`src/rtl/fix22_to_fp32_pipe.sv`:
```
// fix22_to_fp32_pipe
//   Three-stage pipelined converter from Q2.19 two's-complement fixed point
//   (CORDIC cos_out) to IEEE-754 single precision. The conversion is always
//   exact because the input never carries more than 22 significant bits.
//
// Ports
//   clk        rising-edge clock
//   reset      asynchronous, active-low reset
//   enable     pipeline advance; when low, every stage holds data and valid
//   in_valid   fixed_in is meaningful this cycle
//   fixed_in   Q2.19 two's-complement input
//   out_valid  float_out is meaningful
//   float_out  FP32 result {sign, exp[7:0], mant[22:0]}
//   busy       OR of all stage valid bits
module fix22_to_fp32_pipe #(
  parameter int unsigned IN_W   = 22,
  parameter int unsigned FRAC_W = 19,
  parameter int unsigned BIAS   = 127
) (
  input  logic            clk,
  input  logic            reset,
  input  logic            enable,
  input  logic            in_valid,
  input  logic [IN_W-1:0] fixed_in,
  output logic            out_valid,
  output logic [31:0]     float_out,
  output logic            busy
);

  localparam int unsigned P_W = $clog2(IN_W);

  // Stage 1: sign / magnitude
  logic            s1_valid_q, s1_valid_d;
  logic            s1_sign_q,  s1_sign_d;
  logic [IN_W-1:0] s1_mag_q,   s1_mag_d;

  // Stage 2: normalised fraction (implied leading 1 dropped), leading-one index
  logic            s2_valid_q, s2_valid_d;
  logic            s2_sign_q,  s2_sign_d;
  logic            s2_zero_q,  s2_zero_d;
  logic [P_W-1:0]  s2_pos_q,   s2_pos_d;
  logic [IN_W-2:0] s2_norm_q,  s2_norm_d;

  // Stage 3: packed result
  logic            s3_valid_q, s3_valid_d;
  logic [31:0]     s3_float_q, s3_float_d;

  logic [P_W-1:0]  lead_pos;
  logic [IN_W-1:0] norm_full;
  logic [7:0]      exp_val;
  logic [22:0]     mant_val;

  always_comb begin
    s1_valid_d = s1_valid_q;
    s1_sign_d  = s1_sign_q;
    s1_mag_d   = s1_mag_q;
    if (enable) begin
      s1_valid_d = in_valid;
      s1_sign_d  = fixed_in[IN_W-1];
      // The most negative input negates to itself, which read as unsigned is
      // exactly its magnitude.
      s1_mag_d   = fixed_in[IN_W-1] ? -fixed_in : fixed_in;
    end
  end

  always_comb begin
    lead_pos = '0;
    for (int unsigned i = 0; i < IN_W; i++) begin
      if (s1_mag_q[i]) lead_pos = P_W'(i);
    end
    norm_full = s1_mag_q << (P_W'(IN_W - 1) - lead_pos);
  end

  always_comb begin
    s2_valid_d = s2_valid_q;
    s2_sign_d  = s2_sign_q;
    s2_zero_d  = s2_zero_q;
    s2_pos_d   = s2_pos_q;
    s2_norm_d  = s2_norm_q;
    if (enable) begin
      s2_valid_d = s1_valid_q;
      s2_sign_d  = s1_sign_q;
      // After normalisation the top bit is set for every non-zero magnitude.
      s2_zero_d  = ~norm_full[IN_W-1];
      s2_pos_d   = lead_pos;
      s2_norm_d  = norm_full[IN_W-2:0];
    end
  end

  always_comb begin
    exp_val  = 8'(BIAS - FRAC_W) + 8'(s2_pos_q);
    mant_val = {s2_norm_q, {(24 - IN_W){1'b0}}};
  end

  always_comb begin
    s3_valid_d = s3_valid_q;
    s3_float_d = s3_float_q;
    if (enable) begin
      s3_valid_d = s2_valid_q;
      s3_float_d = s2_zero_q ? '0 : {s2_sign_q, exp_val, mant_val};
    end
  end

  always_ff @(posedge clk or negedge reset) begin
    if (!reset) begin
      s1_valid_q <= 1'b0;
      s1_sign_q  <= 1'b0;
      s1_mag_q   <= '0;
      s2_valid_q <= 1'b0;
      s2_sign_q  <= 1'b0;
      s2_zero_q  <= 1'b0;
      s2_pos_q   <= '0;
      s2_norm_q  <= '0;
      s3_valid_q <= 1'b0;
      s3_float_q <= '0;
    end else begin
      s1_valid_q <= s1_valid_d;
      s1_sign_q  <= s1_sign_d;
      s1_mag_q   <= s1_mag_d;
      s2_valid_q <= s2_valid_d;
      s2_sign_q  <= s2_sign_d;
      s2_zero_q  <= s2_zero_d;
      s2_pos_q   <= s2_pos_d;
      s2_norm_q  <= s2_norm_d;
      s3_valid_q <= s3_valid_d;
      s3_float_q <= s3_float_d;
    end
  end

  assign out_valid = s3_valid_q;
  assign float_out = s3_float_q;
  assign busy      = s1_valid_q | s2_valid_q | s3_valid_q;

endmodule

```
`config.mk`:
```
export PLATFORM = sky130hd
export DESIGN_NAME = fix22_to_fp32_pipe
export DESIGN_NICKNAME = d
export VERILOG_FILES = /design/src/rtl/fix22_to_fp32_pipe.sv
export SDC_FILE = /design/constraint.sdc
export NUM_CORES = 1
export LEC_CHECK = 0
export ABC_AREA = 0
export CORE_ASPECT_RATIO = 0.5
export CORE_MARGIN = 2
export CORE_UTILIZATION = 56
export DETAILED_ROUTE_END_ITERATION = 7
export GPL_ROUTABILITY_DRIVEN = 0
export PLACE_DENSITY = 0.8
export SLEW_MARGIN = 20
export SYNTH_ARGS = -nofsm -noshare
export SYNTH_HDL_FRONTEND = slang
export SYNTH_SLANG_ARGS = --single-unit
```
`constraint.sdc`:
```
create_clock -name clk -period 4 [get_ports clk]
set_input_delay 0.8 -clock clk [delete_from_list [all_inputs] [get_ports clk]]
set_output_delay 0.8 -clock clk [all_outputs]
set_load 0.01 [all_outputs]
```
=== Word-level counts from Yosys, hierarchy flattened ===
Cells that the tools add are included.

* Add/subtract/negate cells: 3
* Multipliers: 0
* Divide/modulo/power cells: 0
* Order comparisons: 0
* Eq/ne operators: 0
* Shift operators: 1
* Mux-type cells: 23
* Bitwise gates (word level): 3
* Reduce and logical (&&, ||, !) cells: 0

{| class="wikitable"
|+ Operator list
! cell !! count
|-
| $mux W5 || 20
|-
| $mux W32 || 1
|-
| $mux W22 || 1
|-
| $neg A22 Y22 || 1
|-
| $shl A22 B5 Y22 || 1
|-
| $add A7 B5 Y8 const A || 1
|-
| $sub A5 B5 Y5 const A || 1
|-
| $or A1 B1 Y1 || 2
|-
| $mux W1 || 1
|-
| $not A1 Y1 || 1
|}

* Bits in registers: 86
* Latch bits: 0
* RAM bits: 0
* Memory bits (read-only): 0
* Input port bits: 26
* Output and inout bits: 34
* Word-level logic and storage cells: 40
* Memories: 0

=== Logic depth before layout (Yosys ltp) ===
Gate-level depths: netlist of run 1.

* Depth after elaboration: 24
* Gate-level depth with buffers: 14
* Depth with buffers taken out: 11

=== Least setup slack after synthesis of run 1 ===
No wires, ideal clock.

* Kind: register -> register
* From: reg s1_mag_q[5]
* To: reg s2_zero_q
* Library setup time: 123 ps
* Arrival time: 3055 ps
* Required time: 3877 ps
* Slack: 822 ps
* Stages on the path, launching flop included: 14
* Buffers on the path: 4
* Period minus slack after synthesis: 3178 ps
* Cells stage by stage: dfrtp_1 -> o311ai_0 -> a31oi_1 -> or2_2 -> buf_2 -> clkinv_1 -> buf_1 -> ha_1 -> clkbuf_1 -> clkbuf_1 -> nand2_1 -> o22ai_1 -> nor2_1 -> o221a_2

* Longest elaborated chain between the ends: 20

{| class="wikitable"
|+ Ends and longest elaborated chain
! element !! line !! text
|-
| from (decl) || 35 || <nowiki>logic [IN_W-1:0] s1_mag_q, s1_mag_d;</nowiki>
|-
| from (signal assigned) || 119 || <nowiki>s1_mag_q <= s1_mag_d;</nowiki>
|-
| $mux W5 (17 in a row) || 69 || <nowiki>if (s1_mag_q[i]) lead_pos = P_W'(i);</nowiki>
|-
| via lead_pos[1] || 48 || <nowiki>logic [P_W-1:0] lead_pos;</nowiki>
|-
| $sub A5 B5 Y5 || 71 || <nowiki>norm_full = s1_mag_q << (P_W'(IN_W - 1) - lead_pos);</nowiki>
|-
| $shl A22 B5 Y22 || 71 ||
|-
| $not A1 Y1 || 84 || <nowiki>s2_zero_d = ~norm_full[IN_W-1];</nowiki>
|-
| to (signal assigned) || 122 || <nowiki>s2_zero_q <= s2_zero_d;</nowiki>
|-
| to (decl) || 40 || <nowiki>logic s2_zero_q, s2_zero_d;</nowiki>
|}

The timed path passes the listed nets, and every way through them passes these cells.
A chain may end at the register's enable or synchronous reset.

=== Worst setup path in the final report of run 1 ===
* From: reg s1_mag_q[5]
* To: reg s2_norm_q[17]

* Longest elaborated chain between the ends: 19

{| class="wikitable"
|+ Ends and longest elaborated chain
! element !! line !! text
|-
| $mux W5 (17 in a row) || 69 ||
|-
| $sub A5 B5 Y5 || 71 ||
|-
| $shl A22 B5 Y22 * || 71 ||
|-
| to (signal assigned) || 124 || <nowiki>s2_norm_q <= s2_norm_d;</nowiki>
|-
| to (decl) || 42 || <nowiki>logic [IN_W-2:0] s2_norm_q, s2_norm_d;</nowiki>
|}

Every way passes the cells marked *; elsewhere a longest branch is shown, timed or not.

==> flow_metrics.py, run 1 <==
metrics = {
    "logic_synthesis": {
        "synth.area.mux_share_pct": 7.14,
        "yosysTopAreaCell": "dfrtp_1",
        "synth_edf_count": 0,
        "synth_ff_type": "dfrtp_1",
        "synth_top_family_by_area": "compound AO/OA/AOI/OAI gates",
        "synth_compound_area_share_pct": 23.2,
        "synth-seq-cells": 84,
        "synthesis.area_um2": 4940,
        "async_flop_share_pct": 100,
        "synth-xor-area-share_pct": 3.72,
        "ys_seq_area_share_pct": 42.6,
        "netlist.area_leader.share_pct": 42.6,
        "yosysMostFrequentCell": "dfrtp_1",
        "synth_area_leaders": "dfrtp_1 43%, o21ai_0 4.8%, mux2i_1 3.6%, nor2_1 3.5%, xor2_1 3.4%",
        "yosys.area_share.simple_pct": 15.6,
        "synthesis.instances": 535,
        "ys_warn_count": 0,
        "synth_common_cells": "84 x dfrtp_1, 47 x o21ai_0, 46 x nor2_1",
        "synth_cell_types": 70,
        "synth-adder-area-share_pct": 1.01,
        "avgSynthCellArea_um2": 9.23,
    },
    "sta": {
        "rsz0062_at_grt": "no",
        "finalSetupTns_ps": 0,
        "clock_skew_ps": 5.58,
        "fmax_ghz": 0.316,
        "drv_slew": 0,
        "fin_crit_sh_pct": 79.2,
        "finalWorstSetupSlack_ps": 831,
        "hold_viol_final": 0,
        "slew_headroom_pct": 46.1,
        "setup_viol": 0,
        "period_minus_slack_ps": 3170,
        "worst_pin_slew_ps": 808,
    },
    "layout": {
        "final_nets": 606,
        "finalNonFillerCells": 698,
        "area_delta_synth_final_pct": 18.3,
        "antenna_cells": 0,
        "layout-drive-gt1-share_pct": 7.75,
    },
    "die": {
        "die_area_um2": 9630,
        "die_h_um": 70.4,
        "rows": 24,
        "die_x_um": 137,
        "coreArea_um2": 8650,
        "ios": 60,
        "start_util_pct": 57.1,
    },
    "power_and_ir_drop": {
        "p_leak_nw": 2.44,
        "ir_drop_mv": 0.265,
        "cellPowerDensity_nw_per_um2": 506,
    },
    "setup_path": {
        "setup.worst_path.start_class": "flip-flop",
        "cp_max_fo": 16,
        "rrSetupSlack_ps": 830,
        "critPathCaptureType": "flip-flop",
        "required_ps": 4220,
        "cp.arrival_ps": 3390,
        "startpoint": "s1_mag_q[5]",
        "critPathKind": "reg -> reg",
        "r2r_start": "s1_mag_q[5]",
    },
    "placement": {
        "port_buffers": 57,
        "placed_cells": 682,
        "place_ws_ps": 789,
        "dpl.hpwl_um": 7770,
    },
    "cts": {
        "path_clk_slew_ps": 60,
        "cts_tree": "yes",
        "cts_root_buffer": "clkbuf_16",
        "htree_levels": 3,
        "cts_resized": 0,
        "clockBufferDepth": 2,
        "clock_latency_ps": 350,
        "cts_hold_buf": 0,
        "cts_buffers": 9,
        "clock_sinks": 84,
        "post_cts_buffers": 0,
    },
    "hold_path": {
        "worst_hold_path_type": "reg -> reg",
        "hold_start": "float_out[29]",
    },
    "outcome": {
        "status": "finished clean",
    },
    "job": {
        "maxCapViolCount": 0,
    },
    "grt": {
        "antenna_found_initial": 0,
        "grt-ovfl-total": 0,
        "grt_pass1_wl_um": 18700,
        "grt_usage_pct": 24.9,
        "first_global_vias": 3729,
        "grt_max_degree": 85,
    },
    "route": {
        "via_per_inst": 5.88,
        "route.detailed.drc": 0,
        "drt_iter0_markers": 513,
        "finalWirelength_um": 11100,
        "via_count": 4106,
        "drt_pass1_iterations": 5,
        "wire_per_inst_um": 15.8,
        "ant_nets": 0,
    },
}
==> metrics by stage <==
stage | utilization, % | hold WS [ps] | area [um2] | total power [W]
after floorplan | - | 450 | 4940 | 0.00177
after global placement | 64.1 | 463 | 5550 | 0.00211
after detailed placement | 64.1 | 469 | 5550 | 0.00214
after CTS | 67.5 | 485 | 5840 | 0.00296
after global routing | 67.5 | 505 | 5840 | 0.00313
final | 67.5 | 480 | 5840 | 0.00296
==> layout by cell type, fill, tap and decap left out, drive strengths merged, types with 6 or more instances in the layout <==
| cell | count |
|---|---|
| nand2 | 36 |
| dfrtp | 84 |
| o41ai | 6 |
| a21oi | 32 |
| o21ai | 47 |
| o2bb2ai | 8 |
| buf | 10 |
| o31ai | 13 |
| xor2 | 19 |
| clkinv | 6 |
| mux2i | 18 |
| nand3b | 22 |
| inv | 42 |
| a211oi | 8 |
| nor2 | 46 |
| clkbuf | 10 |
| mux2 | 7 |
| nor3 | 9 |
| clkdlybuf4s50 | 55 |
| or3 | 6 |
==> cell families (layout without fill, tap and decap cells) <==
logic type / Yosys count / in the layout
compound gates: 166 / 166
xor+xnor: 21 / 21
fa+ha+maj: 4 / 4
buf+inv: 79 / 124
flops: 84 / 84
mux: 29 / 29
other cells: 1 / 2
simple gates: 151 / 151
==> layer usage <==
metal / wire [um] / GRT usage (%)
met1: 5540 / 38.3
met2: 4580 / 34.8
met3: 781 / 5.81
met4: 152 / 7.56
met5: 0 / 0
==> worst paths after layout <==
kind,end,cells past startpoint
setup / recovery,s2_norm_q[17],7
hold / removal,float_out[29],2
setup reg to reg,s2_norm_q[17],7
hold reg to reg,float_out[29],2
max in group asynchronous,s2_norm_q[10],1
min in group asynchronous,s1_mag_q[17],1
==> report_power, final <==
part / leakage, nW / switching [W] / internal [W] / total [W]
combinational: 1.26 / 0.000494 / 0.000456 / 0.000950
clock: 0.147 / 0.000338 / 0.000483 / 0.000821
sequential: 1.03 / 0.000153 / 0.00103 / 0.00119
==> critical path: stages (launching register included) <==
cell      delay [ps]
dfrtp_1          440
o311ai_0         500
a31oi_1          210
o311a_1          440
nor2_1           470
nand2_1          480
a211oi_1         440
a21oi_1           70
==> sequential cells by signal, summed over array words and instances, names as in the netlist <==
signal,count
float_out,30
s1_mag_q,22
s2_norm_q,21
s2_pos_q,5
out_valid,1
s1_sign_q,1
s1_valid_q,1
s2_sign_q,1
s2_valid_q,1
s2_zero_q,1
==> area by class of cell <==
class	count	area, um2
Inverter	43	161
Clock inverter	6	62.6
Sequential cell	84	2100
Multi-Input combinational cell	373	2510
Clock buffer	10	229
Fill cell	743	2810
Timing Repair Buffer	65	629
Tap cell	117	146
(Power assumes the default switching activity.)
==> run 2, diff against run 1 <==
--- a/config.mk
+++ b/config.mk
@@ -8,10 +8,10 @@
 export ABC_AREA = 0
 export CORE_ASPECT_RATIO = 0.5
 export CORE_MARGIN = 2
-export CORE_UTILIZATION = 56
+export CORE_UTILIZATION = 51
 export DETAILED_ROUTE_END_ITERATION = 7
 export GPL_ROUTABILITY_DRIVEN = 0
-export PLACE_DENSITY = 0.8
+export PLACE_DENSITY = 0.77
 export SLEW_MARGIN = 20
 export SYNTH_ARGS = -nofsm -noshare
 export SYNTH_HDL_FRONTEND = slang
==> constraint.sdc (replaced) <==
create_clock -name clk -period 2.7 [get_ports clk]
set_input_delay 0.54 -clock clk [delete_from_list [all_inputs] [get_ports clk]]
set_output_delay 0.54 -clock clk [all_outputs]
set_load 0.01 [all_outputs]
==> run 2 against run 1 <==
  * The run now ends with setup timing left
  * Sequential share of layout area down 5.3 points
  * Critical endpoint is now s2_zero_q
  * Die area up 9.4%
  * Highest routed layer unchanged
  * Clock skew is 4.0 ps higher
  * Worst setup slack worse by 920 ps
==> flow_metrics.py, run 2 (synthesized netlist as in run 1, its figures left out) <==
metrics = {
    "outcome": {
        "status": "finished with violations",
        "violations": "setup timing",
    },
    "placement": {
        "place_ws_ps": -195,
        "dpl.hpwl_um": 8790,
        "placed_cells": 769,
        "port_buffers": 57,
    },
    "die": {
        "die_area_um2": 10500,
        "rows": 25,
        "coreArea_um2": 9420,
        "die_h_um": 73.6,
        "die_x_um": 143,
        "ios": 60,
        "start_util_pct": 52.5,
    },
    "power_and_ir_drop": {
        "p_leak_nw": 2.91,
        "p_sw_share_pct": 34.6,
        "p_sw_w": 0.00168,
        "p_total_w": 0.00486,
        "p_int_w": 0.00318,
        "seqPwrFrac_pct": 35.9,
        "combinationalPowerShare_pct": 40.0,
        "cellPowerDensity_nw_per_um2": 709,
        "p_clk_share_pct": 24.0,
        "ir_drop_mv": 0.446,
    },
    "setup_path": {
        "crit_slowest_cell": "or4_4",
        "max_stage_delay_ps": 610,
        "cp_max_fo": 5,
        "required_ps": 2920,
        "r2r_start": "s1_mag_q[9]",
        "cp_cell_sequence": "buf_4, or4_4, a211o_4, a21boi_4, mux4_2, a211o_1, o221a_2",
        "reg2reg_to": "s2_zero_q",
        "reg2regPathDepth": 7,
        "critPathCaptureType": "flip-flop",
        "path_buf_inv": 1,
        "setup.worst_path.start_class": "flip-flop",
        "critPathTopFamily": "compound AO/OA/AOI/OAI gates",
        "critPathKind": "reg -> reg",
        "cp.arrival_ps": 3020,
        "rrSetupSlack_ps": -90,
    },
    "cts": {
        "clock_sinks": 84,
        "path_clk_slew_ps": 70,
        "cts_hold_buf": 0,
        "htree_levels": 3,
        "clockBufferDepth": 2,
        "clock_latency_ps": 340,
        "cts_buffers": 9,
        "cts_root_buffer": "clkbuf_16",
        "cts_tree": "yes",
    },
    "route": {
        "finalWirelength_um": 13800,
        "drt_pass1_iterations": 5,
        "wire_per_inst_um": 17.2,
        "ant_nets": 0,
        "via_count": 4666,
        "drt_iter0_markers": 370,
        "route.detailed.drc": 0,
        "via_per_inst": 5.79,
    },
    "sta": {
        "slew_headroom_pct": 46.6,
        "drv_slew": 0,
        "period_minus_slack_ps": 2790,
        "fin_crit_sh_pct": 103,
        "setup_viol": 5,
        "rsz0062_at_grt": "yes",
        "fmax_ghz": 0.358,
        "hold_viol_final": 0,
        "clock_skew_ps": 9.58,
        "worst_pin_slew_ps": 801,
        "finalWorstSetupSlack_ps": -91.5,
    },
    "layout": {
        "largest_reg_flops": 30,
        "area_delta_synth_final_pct": 38.9,
        "final_nets": 696,
        "finalNonFillerCells": 806,
        "final_cell_mix": "96 x buf_4, 82 x dfrtp_1, 55 x clkdlybuf4s50_1",
        "antenna_cells": 0,
        "layout-drive-gt1-share_pct": 27.4,
        "nFillCells": 682,
        "layout_commonest_cell": "buf_4",
    },
    "grt": {
        "first_global_vias": 4223,
        "antenna_found_initial": 0,
        "grt_pass1_wl_um": 20900,
        "grt_usage_pct": 25.3,
        "grt-ovfl-total": 0,
        "grt_max_degree": 59,
    },
    "hold_path": {
        "worst_hold_path_type": "in -> async",
    },
    "job": {
        "maxCapViolCount": 0,
    },
}
run 2: changes by cell type in the layout (fill, tap and decap cells not counted), sizes merged:
cell	before	now
buf	10	100
clkinv	6	4
bufinv	1	0
clkinvlp	0	2
clkbuf	10	11
run 2: final cells by class:
type | instances | area, um2 | share of cell area (%)
Clock inverter | 5 | 35.0 | 0.511
Tap cell | 135 | 169 | 2.46
Clock buffer | 11 | 243 | 3.54
Multi-Input combinational cell | 373 | 2820 | 41.1
Inverter | 43 | 166 | 2.43
Sequential cell | 84 | 2100 | 30.7
Timing Repair Buffer | 155 | 1330 | 19.3
run 2: power groups by stage:
stage / sequential, W / combinational (W) / clock [W]
2_1_floorplan: 0.00175 / 0.000904 / 0
3_3_place_gp: 0.00175 / 0.00160 / 0
3_5_place_dp: 0.00176 / 0.00164 / 0
4_1_cts: 0.00173 / 0.00173 / 0.00117
5_1_grt: 0.00179 / 0.00210 / 0.00124
6_report: 0.00175 / 0.00195 / 0.00117
run 2: worst max path at each step:
stage	startpoint	end	slack (ps)	cells after the start
finish	s1_mag_q[9]	s2_zero_q	-90	7
global route	s1_mag_q[9]	s2_zero_q	-130	7
CTS	s1_mag_q[5]	s2_zero_q	-20	8
detailed placement	fixed_in[6]	s1_mag_q[20]	-200	8
global placement	fixed_in[6]	s1_mag_q[20]	-110	8
floorplan	s1_mag_q[14]	s2_zero_q	-10	10
run 2: stage by stage:
stage                     instance area, um2  util (%)  hold WS [ps]  TNS (ps)
final                                   6860      72.9           206      -177
after global routing                    6860      72.9           259     -1300
after CTS                               6570      69.8           223     -17.9
after detailed placement                6140      65.2           472     -2390
after global placement                  6140      65.2           465      -608
after floorplan                         5000         -           244     -11.2
run 2: what timing repair did:
item	CTS	global route
gates cloned	0	0
endpoints found under the setup margin	20	19
pin swaps	6	14
setup buffers	9	13
endpoints found under the hold margin	0	0
gates resized for setup	18	45
run 2: routing by layer:
metal / wire (um) / vias up / track usage, %
li1: - / 2204 / -
met1: 6270 / 2236 / 37.3
met2: 6340 / 193 / 38.1
met3: 907 / 33 / 4.50
met4: 337 / 0 / 8.80
met5: 0 / - / 0
==> run 3, diff against run 2 <==
--- a/config.mk
+++ b/config.mk
@@ -9,6 +9,8 @@
 export CORE_ASPECT_RATIO = 0.5
 export CORE_MARGIN = 2
 export CORE_UTILIZATION = 51
+export CTS_BUF_LIST = sky130_fd_sc_hd__clkbuf_4 sky130_fd_sc_hd__clkbuf_8 sky130_fd_sc_hd__clkbuf_16
+export CTS_CLUSTER_SIZE = 14
 export DETAILED_ROUTE_END_ITERATION = 7
 export GPL_ROUTABILITY_DRIVEN = 0
 export PLACE_DENSITY = 0.77
==> run 3 against run 2 <==
  * The run still ends with setup timing left
  * Combinational power about the same
  * Sequential cell count unchanged
  * Critical path depth unchanged
  * First-iteration DRC count up 0.54%
  * Wire length down 0.26%
  * Count of clock-buffer cells in the layout unchanged
  * Sequential power about the same
  * Worst hold slack better by 1.1 ps
  * Critical endpoint unchanged
==> flow_metrics.py, run 3 (synthesized netlist as in run 1, its figures left out) <==
metrics = {
    "placement": {
        "port_buffers": 57,
        "dpl.hpwl_um": 8790,
    },
    "sta": {
        "fin_crit_sh_pct": 103,
        "holdWs_ps": 207,
        "setup_viol": 3,
        "fmax_ghz": 0.360,
        "drv_slew": 0,
        "worst_pin_slew_ps": 814,
        "rsz0062_at_grt": "yes",
        "slew_headroom_pct": 45.8,
        "hold_viol_final": 0,
        "clock_skew_ps": 9.13,
        "period_minus_slack_ps": 2780,
        "finalWorstSetupSlack_ps": -76.3,
        "finalSetupTns_ps": -144,
    },
    "layout": {
        "antenna_cells": 0,
        "layout_commonest_cell": "buf_4",
        "fin_util_pct": 72.9,
        "nFillCells": 680,
        "largest_reg_flops": 30,
        "final_nets": 696,
        "final_cell_mix": "96 x buf_4, 82 x dfrtp_1, 55 x clkdlybuf4s50_1",
        "area_delta_synth_final_pct": 39.0,
        "layout-drive-gt1-share_pct": 27.6,
    },
    "die": {
        "die_x_um": 143,
        "die_area_um2": 10500,
        "coreArea_um2": 9420,
        "ios": 60,
        "rows": 25,
        "die_h_um": 73.6,
        "start_util_pct": 52.5,
    },
    "power_and_ir_drop": {
        "cellPowerDensity_nw_per_um2": 709,
        "ir_drop_mv": 0.447,
        "p_leak_nw": 2.91,
    },
    "cts": {
        "cts_buffers": 9,
        "path_clk_slew_ps": 70,
        "cts_tree": "yes",
        "clock_latency_ps": 340,
        "htree_levels": 3,
        "cts_root_buffer": "clkbuf_16",
        "clock_sinks": 84,
        "clockBufferDepth": 2,
    },
    "route": {
        "wire_per_inst_um": 17.1,
        "via_per_inst": 5.81,
        "drt_iter0_markers": 372,
        "ant_nets": 0,
        "drt_pass1_iterations": 5,
        "route.detailed.drc": 0,
        "via_count": 4679,
        "finalWirelength_um": 13800,
    },
    "grt": {
        "antenna_found_initial": 0,
        "first_global_vias": 4223,
        "grt-ovfl-total": 0,
        "grt_pass1_wl_um": 20900,
        "grt_max_degree": 59,
        "grt_usage_pct": 25.3,
    },
    "setup_path": {
        "reg2reg_to": "s2_zero_q",
        "rrSetupSlack_ps": -80,
        "r2r_start": "s1_mag_q[9]",
        "cp_max_fo": 5,
        "critPathKind": "reg -> reg",
        "cp.arrival_ps": 3000,
        "critPathCaptureType": "flip-flop",
        "required_ps": 2920,
        "setup.worst_path.start_class": "flip-flop",
        "reg2regPathDepth": 7,
    },
    "outcome": {
        "violations": "setup timing",
        "status": "finished with violations",
    },
    "hold_path": {
        "worst_hold_path_type": "in -> async",
    },
    "job": {
        "maxCapViolCount": 0,
    },
}
run 3: worst max-delay path, stage by stage, from the launching register on:
cell      delay, ps
dfrtp_1         420
buf_4           150
or4_4           610
a211o_4         380
a21boi_4        150
mux4_2          500
a211o_1         330
o221a_2         120
run 3: worst max-delay path by stage:
| stage | from | end | slack (ps) | depth (start not counted) |
|---|---|---|---|---|
| 2_1_floorplan | s1_mag_q[14] | s2_zero_q | -10 | 10 |
| 4_1_cts | s1_mag_q[5] | s2_zero_q | -20 | 8 |
| 3_5_place_dp | fixed_in[6] | s1_mag_q[20] | -200 | 8 |
| 3_3_place_gp | fixed_in[6] | s1_mag_q[20] | -110 | 8 |
| 6_report | s1_mag_q[9] | s2_zero_q | -80 | 7 |
| 5_1_grt | s1_mag_q[9] | s2_zero_q | -130 | 7 |
run 3: routing by layer:
layer	part of all wire, %	global-route usage, %	up-vias	routed length [um]
li1	-	-	2208	-
met1	45	37.3	2248	6220
met2	46	38.1	192	6340
met3	6.7	4.50	31	924
met4	2.4	8.80	0	334
met5	0	0	-	0
run 3: what timing repair did:
item / CTS / global route
setup buffers: 9 / 13
resized for setup: 18 / 45
pin swaps: 6 / 14
hold buffers: 0 / 0
setup endpoints to repair: 20 / 19
run 3: stage by stage:
step / area, um2 / std cells / total power (W) / worst slack [ps]
2_1_floorplan: 5000 / 536 / 0.00265 / -11.2
5_1_grt: 6860 / 806 / 0.00513 / -130
3_5_place_dp: 6140 / 769 / 0.00340 / -195
3_3_place_gp: 6140 / 769 / 0.00335 / -105
4_1_cts: 6570 / 794 / 0.00465 / -17.9
6_report: 6860 / 806 / 0.00487 / -76.3
run 3: layout make-up:
class	instances	area, um2	area share (%)
Tap cell	135	169	2.46
Inverter	43	166	2.42
Timing Repair Buffer	155	1330	19.3
Multi-Input combinational cell	373	2820	41.0
Clock buffer	11	246	3.59
Sequential cell	84	2100	30.7
Clock inverter	5	35.0	0.510
run 3: power by group:
group | switching (W) | total (W) | leakage (nW) | internal [W]
Sequential | 0.000216 | 0.00175 | 1.03 | 0.00153
Combinational | 0.000946 | 0.00194 | 1.74 | 0.000997
Clock | 0.000516 | 0.00118 | 0.140 | 0.000662
